$ cat src/rtl/clock_step_control_if.sv
// clock_step_control_if: button, halt and clock-enable signals between the
// step controller and the machine/user side driving it.
interface clock_step_control_if;
    logic btn_step;
    logic btn_mode;
    logic hlt;
    logic clk_en;
    logic run_mode;
    logic halted;
    modport master (output btn_step, btn_mode, hlt, input clk_en, run_mode, halted);
    modport slave (input btn_step, btn_mode, hlt, output clk_en, run_mode, halted);
endinterface

$ cat src/rtl/clock_step_control.sv
// clock_step_control: debounced single-step / free-run clock-enable generator
// with a sticky halt state cleared only by reset.
module clock_step_control #(
    parameter int DIV_RATIO       = 100000000,
    parameter int DEBOUNCE_CYCLES = 1000000
) (
    input logic                 clk,
    input logic                 rst,
    clock_step_control_if.slave bus
);
    localparam int DW = $clog2(DIV_RATIO);
    localparam int CW = $clog2(DEBOUNCE_CYCLES + 1);
    localparam logic [DW-1:0] DIV_LAST = DW'(DIV_RATIO - 1);
    localparam logic [CW-1:0] DB_LAST  = CW'(DEBOUNCE_CYCLES - 1);
    localparam logic [1:0] S_STEP = 2'd0;
    localparam logic [1:0] S_RUN  = 2'd1;
    localparam logic [1:0] S_HALT = 2'd2;

    logic [1:0]    w_btn;
    logic [1:0]    r_s1;
    logic [1:0]    r_s2;
    logic [1:0]    r_db;
    logic [1:0]    r_press;
    logic [CW-1:0] r_cnt [2];
    logic [1:0]    r_state;
    logic [DW-1:0] r_div;
    logic          r_clk_en;

    assign w_btn = {bus.btn_mode, bus.btn_step};

    // Index 0 is the step button, index 1 the mode button; r_press fires on
    // the same edge the debounced value rises, so it lasts exactly one cycle.
    always_ff @(posedge clk or posedge rst) begin
        if (rst) begin
            r_s1    <= '0;
            r_s2    <= '0;
            r_db    <= '0;
            r_press <= '0;
            for (int i = 0; i < 2; i++) r_cnt[i] <= '0;
        end else begin
            r_s1    <= w_btn;
            r_s2    <= r_s1;
            r_press <= '0;
            for (int i = 0; i < 2; i++) begin
                if (r_s2[i] == r_db[i]) begin
                    r_cnt[i] <= '0;
                end else if (r_cnt[i] == DB_LAST) begin
                    r_cnt[i]   <= '0;
                    r_db[i]    <= r_s2[i];
                    r_press[i] <= r_s2[i];
                end else begin
                    r_cnt[i] <= r_cnt[i] + CW'(1);
                end
            end
        end
    end

    // Mode press wins over a coincident step press; hlt overrides everything.
    always_ff @(posedge clk or posedge rst) begin
        if (rst) begin
            r_state  <= S_STEP;
            r_clk_en <= 1'b0;
            r_div    <= DIV_LAST;
        end else if (bus.hlt || r_state == S_HALT) begin
            r_state  <= S_HALT;
            r_clk_en <= 1'b0;
        end else if (r_state == S_STEP) begin
            r_clk_en <= r_press[0] & ~r_press[1];
            if (r_press[1]) begin
                r_state <= S_RUN;
                r_div   <= DIV_LAST;
            end
        end else begin
            r_clk_en <= ~r_press[1] && r_div == '0;
            r_div    <= (r_div == '0) ? DIV_LAST : r_div - DW'(1);
            if (r_press[1]) r_state <= S_STEP;
        end
    end

    assign bus.clk_en   = r_clk_en;
    assign bus.run_mode = r_state == S_RUN;
    assign bus.halted   = r_state == S_HALT;
endmodule

$ cat src/flat_wrapper.sv
// flat-port wrapper written by rule: the top's interface ports become plain ports
module clock_step_control_flat 
#(
    parameter int DIV_RATIO       = 100000000,
    parameter int DEBOUNCE_CYCLES = 1000000
)
  (clk, rst, bus_btn_step, bus_btn_mode, bus_hlt, bus_clk_en, bus_run_mode, bus_halted);
  clock_step_control_if bus_i ();
  input logic clk;
  input logic rst;
  input wire logic [$bits(bus_i.btn_step)-1:0] bus_btn_step;
  input wire logic [$bits(bus_i.btn_mode)-1:0] bus_btn_mode;
  input wire logic [$bits(bus_i.hlt)-1:0] bus_hlt;
  output wire logic [$bits(bus_i.clk_en)-1:0] bus_clk_en;
  output wire logic [$bits(bus_i.run_mode)-1:0] bus_run_mode;
  output wire logic [$bits(bus_i.halted)-1:0] bus_halted;
  assign bus_i.btn_step = bus_btn_step;
  assign bus_i.btn_mode = bus_btn_mode;
  assign bus_i.hlt = bus_hlt;
  assign bus_clk_en = bus_i.clk_en;
  assign bus_run_mode = bus_i.run_mode;
  assign bus_halted = bus_i.halted;
  clock_step_control #(.DIV_RATIO(DIV_RATIO), .DEBOUNCE_CYCLES(DEBOUNCE_CYCLES)) u_core (.clk(clk), .rst(rst), .bus(bus_i));
endmodule
$ cat config.mk
export PLATFORM = sky130hd
export DESIGN_NAME = clock_step_control_flat
export DESIGN_NICKNAME = d
export VERILOG_FILES = /design/src/rtl/clock_step_control_if.sv /design/src/rtl/clock_step_control.sv /design/src/flat_wrapper.sv
export SDC_FILE = /design/constraint.sdc
export NUM_CORES = 1
export LEC_CHECK = 0
export CORE_ASPECT_RATIO = 0.8
export CORE_MARGIN = 10
export CORE_UTILIZATION = 50
export DETAILED_ROUTE_END_ITERATION = 8
export PLACE_DENSITY = 0.66
export REMOVE_ABC_BUFFERS = 1
export SYNTH_ARGS = -nofsm -noshare
export SYNTH_HDL_FRONTEND = slang
export SYNTH_SLANG_ARGS = --single-unit
export TNS_END_PERCENT = 50
$ cat constraint.sdc
create_clock -name clk -period 2.95 [get_ports clk]
set_input_delay 0.7375 -clock clk [delete_from_list [all_inputs] [get_ports clk]]
set_output_delay 0.7375 -clock clk [all_outputs]
set_load 0.02 [all_outputs]
==> results of run 1 <==
[cell type report]
cell class	instances	area [µm²]
inverters	11	42.5
well taps	105	131
multi-input cells	292	1840
repair buffers	13	115
flip-flops and latches	78	1980
clock inverters	5	41.3
clock buffers	11	141
fillers	666	3210
[power by group through the flow]
stage / clock network, mW / registers (mW) / logic [mW]
global route: 0.825 / 1.11 / 0.110
floorplan: 0 / 1.12 / 0.0682
finish: 0.756 / 1.10 / 0.0957
global placement: 0 / 1.12 / 0.0951
detailed placement: 0 / 1.12 / 0.0978
CTS: 0.778 / 1.10 / 0.0980
[Yosys cell counts (all sizes together), types with 5 or more instances]
library cell	count
o31ai	5
nor4b	5
nand3	16
xor2	22
dfstp	19
nor3	17
or3	7
dfrtp	59
inv	11
nand4	11
nand2	34
clkbuf	6
nor4	14
a21oi	5
nor2	59
xnor2	27
mux2	5
o21ai	13
and3	8
[sequential cells by signal, summed over array words and instances (netlist names)]
register           count
u_core.r_press         2
u_core.r_s2            2
u_core.r_div          27
u_core.r_cnt          40
u_core.r_state         2
u_core.bus.clk_en      1
u_core.r_s1            2
u_core.r_db            2
[how the worst min path moves through the flow]
| stage | to | startpoint | cells past startpoint |
|---|---|---|---|
| after CTS | u_core.r_s2[1]$_DFF_PP0_ | u_core.r_s1[1]$_DFF_PP0_ | 0 |
| after global routing | u_core.r_s2[1]$_DFF_PP0_ | u_core.r_s1[1]$_DFF_PP0_ | 0 |
| after detailed placement | u_core.r_s2[1]$_DFF_PP0_ | u_core.r_s1[1]$_DFF_PP0_ | 0 |
| after global placement | u_core.r_s2[1]$_DFF_PP0_ | u_core.r_s1[1]$_DFF_PP0_ | 0 |
| after floorplan | u_core.r_s2[0]$_DFF_PP0_ | u_core.r_s1[0]$_DFF_PP0_ | 0 |
| final | u_core.r_s2[1]$_DFF_PP0_ | u_core.r_s1[1]$_DFF_PP0_ | 0 |
[layer usage]
metal / track usage (%) / wire length (µm) / vias to the layer above
li1: - / - / 1398
met2: 20.2 / 3330 / 41
met4: 3.37 / 71 / 0
met5: 0 / 0 / -
met1: 18.1 / 3810 / 1398
met3: 4.85 / 287 / 5
[worst register-to-register path: cells and delay by family, from the launching register on]
| family | cells | cell delay (ns) |
|---|---|---|
| flops | 1 | 0.39 |
| compound gates | 1 | 0.31 |
| simple gates | 4 | 1.29 |
| buf+inv | 1 | 0.08 |
| fa+ha+maj | 1 | 0.25 |
[cells by family (layout without fill, tap and decap cells)]
| kind of cell | after synthesis | after routing | synth area share, % |
|---|---|---|---|
| buffers and inverters | 19 | 40 | 1.96 |
| XOR/XNOR | 49 | 49 | 11.0 |
| AO/OA/AOI/OAI | 39 | 39 | 7.23 |
| adder cells (fa/ha/maj) | 4 | 4 | 1.29 |
| AND/OR/NAND/NOR | 195 | 195 | 26.3 |
| flip-flops | 78 | 78 | 50.8 |
| multiplexers | 5 | 5 | 1.45 |
[through the flow]
stage	hold WS (ns)	cells	setup slack [ns]	area [µm²]
final	0.356	515	0.394	4290
after global routing	0.366	515	0.265	4290
after CTS	0.355	515	0.375	4290
after detailed placement	0.336	499	0.342	4100
after global placement	0.334	499	0.417	4100
after floorplan	0.331	381	0.249	3860
==> results.cfg, run 1 <==
[worst_setup_path]
startpoint_type = flip-flop
reg2reg_slack_ns = 0.56
worstPathCellList = inv_1, nor2_1, clkdlybuf4s50_1
crit_buf_inv = 2
crit_arrival_ns = 1.82
critical_path.max_fanout = 10
crit_type = flip-flop to output port
reg2reg_depth = 7
worstSetupStartpoint = u_core.r_state[0]$_DFFE_PP0P_
crit_slowest_cell = clkdlybuf4s50_1
cp.depth = 3
slowest_delay_ns = 0.61
cp_top_family = buffers and inverters
crit_path_end = bus_run_mode
r2r-start = u_core.r_div[0]$_DFFE_PP1P_
setup.worst_path.end_class = output port
regToRegEndpoint = u_core.r_div[24]$_DFFE_PP1P_
required_ns = 2.21

[timing]
worst_slew_pin_slew_ns = 0.863
final_hold_viol_count = 0
setup_violations = 0
max_freq_mhz = 391
relSlewSlack_pct = 41.9
period_share_pct = 86.6
fin_skew_ns = 0.0102
period_needed_ns = 2.56
tns_ns = 0
finalMaxSlewViolations = 0
rsz0062_at_grt = no

[cells_and_area]
diodes = 0
drive_gt1_share_pct = 13.4
area_growth_pct = 10.2
post-route-util_pct = 57.2
nNetsFinal = 414
final_cell_mix = nor2_1 (59), dfrtp_1 (59), nand2_1 (33)

[synthesis]
yosys_warnings = 0
ys_seq_area_share_pct = 50.8
synth_ff_type = dfrtp_1
ys_types = 50
ys_seq_elements = 78
synth-edff-count = 0
netlist_top_cells_area = dfrtp_1 (38%), dfstp_2 (13%), xnor2_1 (6.1%)
synth_top_area_share_pct = 37.9
synth_top_cell_by_area = dfrtp_1
syn_area_mm2 = 0.00389
avgSynthCellArea_um2 = 10.0
synthArstFlopShare_pct = 100
syn_inst = 389

[clock_network]
cts_inserted_buffers = 9
holdBufCountCts = 0
cts_sinks = 78
post_cts_buffers = 0
cts_root_buf = clkbuf_8
clock_path_buffers = 2
clock_latency_ns = 0.35
cts_tree = yes
h-tree-depth = 3
clk_pin_slew_ns = 0.09
ctsResizeCount = 0

[power_and_ir_drop]
switching_share_pct = 25.4
total_power_mw = 1.95
combinationalPowerShare_pct = 4.9
p_leak_nw = 1.79
clkPwrFrac_pct = 38.7
pwr-share-seq_pct = 56.4
power.switching_uw = 496
power.internal_mw = 1.46
p_per_area_mw_per_mm2 = 456
peakVddDrop_mv = 0.253

[route]
vias_per_cell = 5.52
post_drt_wl_per_cell_um = 14.6
ant_nets = 0
first_pass_iters = 4
vias = 2842
wirelength_um = 7500
drtIter0Drc = 121
drc = 0

[placed_design]
io_buffers = 7
dp_hpwl_um = 5130
place_congestion = 0.807

[run]
cap_violations = 0

[global_route]
grt_pass1_wl_um = 13200
overflow = 0
grt_max_degree = 49
grt_pass1_vias = 2789
antenna_found_initial = 0
grt_util_all_layers_pct = 13.5

[floorplan]
num_rows = 28
die_x_um = 119
dieArea_mm2 = 0.0117
die_y_um = 98.9
ios = 8
coreArea_mm2 = 0.00750
initial_core_util_pct = 51.9

[hold_path]
min-delay-path-class = flip-flop to flip-flop

[status]
outcome = completed
(Power assumes the default switching activity.)
==> run 2: changes to the inputs <==
--- a/config.mk
+++ b/config.mk
@@ -5,11 +5,12 @@
 export SDC_FILE = /design/constraint.sdc
 export NUM_CORES = 1
 export LEC_CHECK = 0
+export CAP_MARGIN = 20
 export CORE_ASPECT_RATIO = 0.8
 export CORE_MARGIN = 10
 export CORE_UTILIZATION = 50
 export DETAILED_ROUTE_END_ITERATION = 8
-export PLACE_DENSITY = 0.66
+export PLACE_DENSITY = 0.69
 export REMOVE_ABC_BUFFERS = 1
 export SYNTH_ARGS = -nofsm -noshare
 export SYNTH_HDL_FRONTEND = slang
==> constraint.sdc (replaced) <==
create_clock -name clk -period 2.2 [get_ports clk]
set_input_delay 0.55 -clock clk [delete_from_list [all_inputs] [get_ports clk]]
set_output_delay 0.55 -clock clk [all_outputs]
set_load 0.02 [all_outputs]
==> results.cfg, run 2 (same netlist as run 1, synthesis figures left out) <==
[power_and_ir_drop]
combinationalPowerShare_pct = 5.1
switching_share_pct = 22.7
peakVddDrop_mv = 0.385
pwr-share-seq_pct = 53.0
power.internal_mw = 2.16
power.switching_uw = 633
p_leak_nw = 1.90
clkPwrFrac_pct = 41.9
p_per_area_mw_per_mm2 = 625

[placed_design]
dp_hpwl_um = 5210
io_buffers = 7
dp.cells = 514
placed_area_mm2 = 0.00424
place_congestion = 0.897

[cells_and_area]
design_area_mm2 = 0.00446
post-route-util_pct = 59.5
drive_gt1_share_pct = 16.7
regMostFlops = u_core.r_cnt
area_growth_pct = 14.6
nNetsFinal = 429
reg_top3 = u_core.r_cnt x40, u_core.r_div x27
final_cell_mix = nor2_1 (59), dfrtp_1 (58), nand2_1 (33)
num-fill-cells = 641
diodes = 0
largest_reg_flops = 40
final_cells = 530
mostFrequentLayoutCell = nor2_1

[global_route]
grt_max_degree = 30
overflow = 0
grt_pass1_vias = 2760
grt_util_all_layers_pct = 13.2
grt_pass1_wl_um = 12900
antenna_found_initial = 0

[worst_setup_path]
crit_arrival_ns = 1.58
startpoint_type = flip-flop
r2r-start = u_core.r_div[1]$_DFFE_PP1P_
regToRegEndpoint = u_core.r_div[24]$_DFFE_PP1P_
required_ns = 1.65
critical_path.max_fanout = 5
reg2reg_depth = 7
crit_type = flip-flop to output port
setup.worst_path.end_class = output port
reg2reg_slack_ns = 0.16

[clock_network]
clock_latency_ns = 0.35
cts_sinks = 78
clock_path_buffers = 2
cts_inserted_buffers = 9
cts_tree = yes
clk_pin_slew_ns = 0.08
h-tree-depth = 3
post_cts_buffers = 0
cts_root_buf = clkbuf_8
holdBufCountCts = 0

[timing]
finalMaxSlewViolations = 0
max_freq_mhz = 469
period_needed_ns = 2.13
final_hold_viol_count = 0
fin_skew_ns = 0.0118
relSlewSlack_pct = 73.9
setup_violations = 0
worst_slew_pin_slew_ns = 0.391
rsz0062_at_grt = no
period_share_pct = 96.9

[route]
first_pass_iters = 4
post_drt_wl_per_cell_um = 13.9
drc = 0
wirelength_um = 7340
ant_nets = 0
drtIter0Drc = 171
vias_per_cell = 5.45
vias = 2887

[floorplan]
num_rows = 28
die_y_um = 98.9
coreArea_mm2 = 0.00750
die_x_um = 119
ios = 8
initial_core_util_pct = 51.9
dieArea_mm2 = 0.0117

[status]
outcome = completed

[hold_path]
holdPathStages = 0
hp-start = u_core.r_s1[1]$_DFF_PP0_
min-delay-path-class = flip-flop to flip-flop
holdPathEnd = u_core.r_s2[1]$_DFF_PP0_

[run]
cap_violations = 0
## run 2: cell types whose count changed in the layout (fill, tap and decap cells not counted), moves of 2 or more
| cell | delta |
|---|---|
| buf_12 | +2 |
| buf_4 | +13 |
| bufinv_16 | +2 |
| clkinv_2 | +2 |
| clkinvlp_4 | -2 |
| inv_6 | -2 |
## run 2: worst max path at each step
stage                                   from                      endpoint  slack [ns]  cells past startpoint
2_1_floorplan                            rst   u_core.bus.clk_en$_DFF_PP0_       -0.31                      1
3_3_place_gp                         bus_hlt  u_core.r_div[24]$_DFFE_PP1P_        0.11                      6
3_5_place_dp                         bus_hlt  u_core.r_div[24]$_DFFE_PP1P_        0.11                      6
4_1_cts        u_core.r_state[1]$_DFFE_PP0P_                    bus_halted        0.05                      2
5_1_grt          u_core.r_div[0]$_DFFE_PP1P_  u_core.r_div[24]$_DFFE_PP1P_       0.006                      7
6_report       u_core.r_state[0]$_DFFE_PP0P_                  bus_run_mode        0.07                      3
## run 2: layer usage
layer / track usage [%] / wire (µm)
met1: 18.0 / 3710
met2: 19.2 / 3170
met3: 3.42 / 331
met4: 5.72 / 128
met5: 0 / 0
## run 2: power groups by stage
stage               Sequential [mW]  Clock, mW  Combinational, mW
floorplan                      1.50          0             0.0914
global placement               1.50          0              0.143
detailed placement             1.50          0              0.146
CTS                            1.48       1.20              0.147
global route                   1.48       1.27              0.163
finish                         1.48       1.17              0.143
## run 2: what timing repair did
| action | 4_1_cts | 5_1_grt |
|---|---|---|
| setup endpoints to repair | 1 | 1 |
| cloned | 0 | 0 |
| gates resized for setup | 1 | 1 |
## run 2: area by class of cell
| class | instances | area [µm²] | area share (%) |
|---|---|---|---|
| flip-flops and latches | 78 | 1980 | 44.3 |
| multi-input cells | 292 | 1840 | 41.2 |
| repair buffers | 28 | 255 | 5.72 |
| well taps | 105 | 131 | 2.95 |
| clock buffers | 10 | 128 | 2.86 |
| clock inverters | 6 | 87.6 | 1.96 |
| inverters | 11 | 42.5 | 0.954 |
## run 2: critical path: stages, from the launching register on
cell,delay (ns)
dfrtp_1,0.38
inv_1,0.10
nor2_1,0.13
clkdlybuf4s50_1,0.62
## run 2: per-stage QoR
step	hold slack, ns	total power [mW]	TNS, ns	setup WS (ns)
floorplan	0.331	1.59	-18.50	-0.314
global placement	0.341	1.65	0	0.109
finish	0.356	2.79	0	0.0679
CTS	0.356	2.83	0	0.0482
detailed placement	0.343	1.65	0	0.108
global route	0.364	2.91	0	0.00579
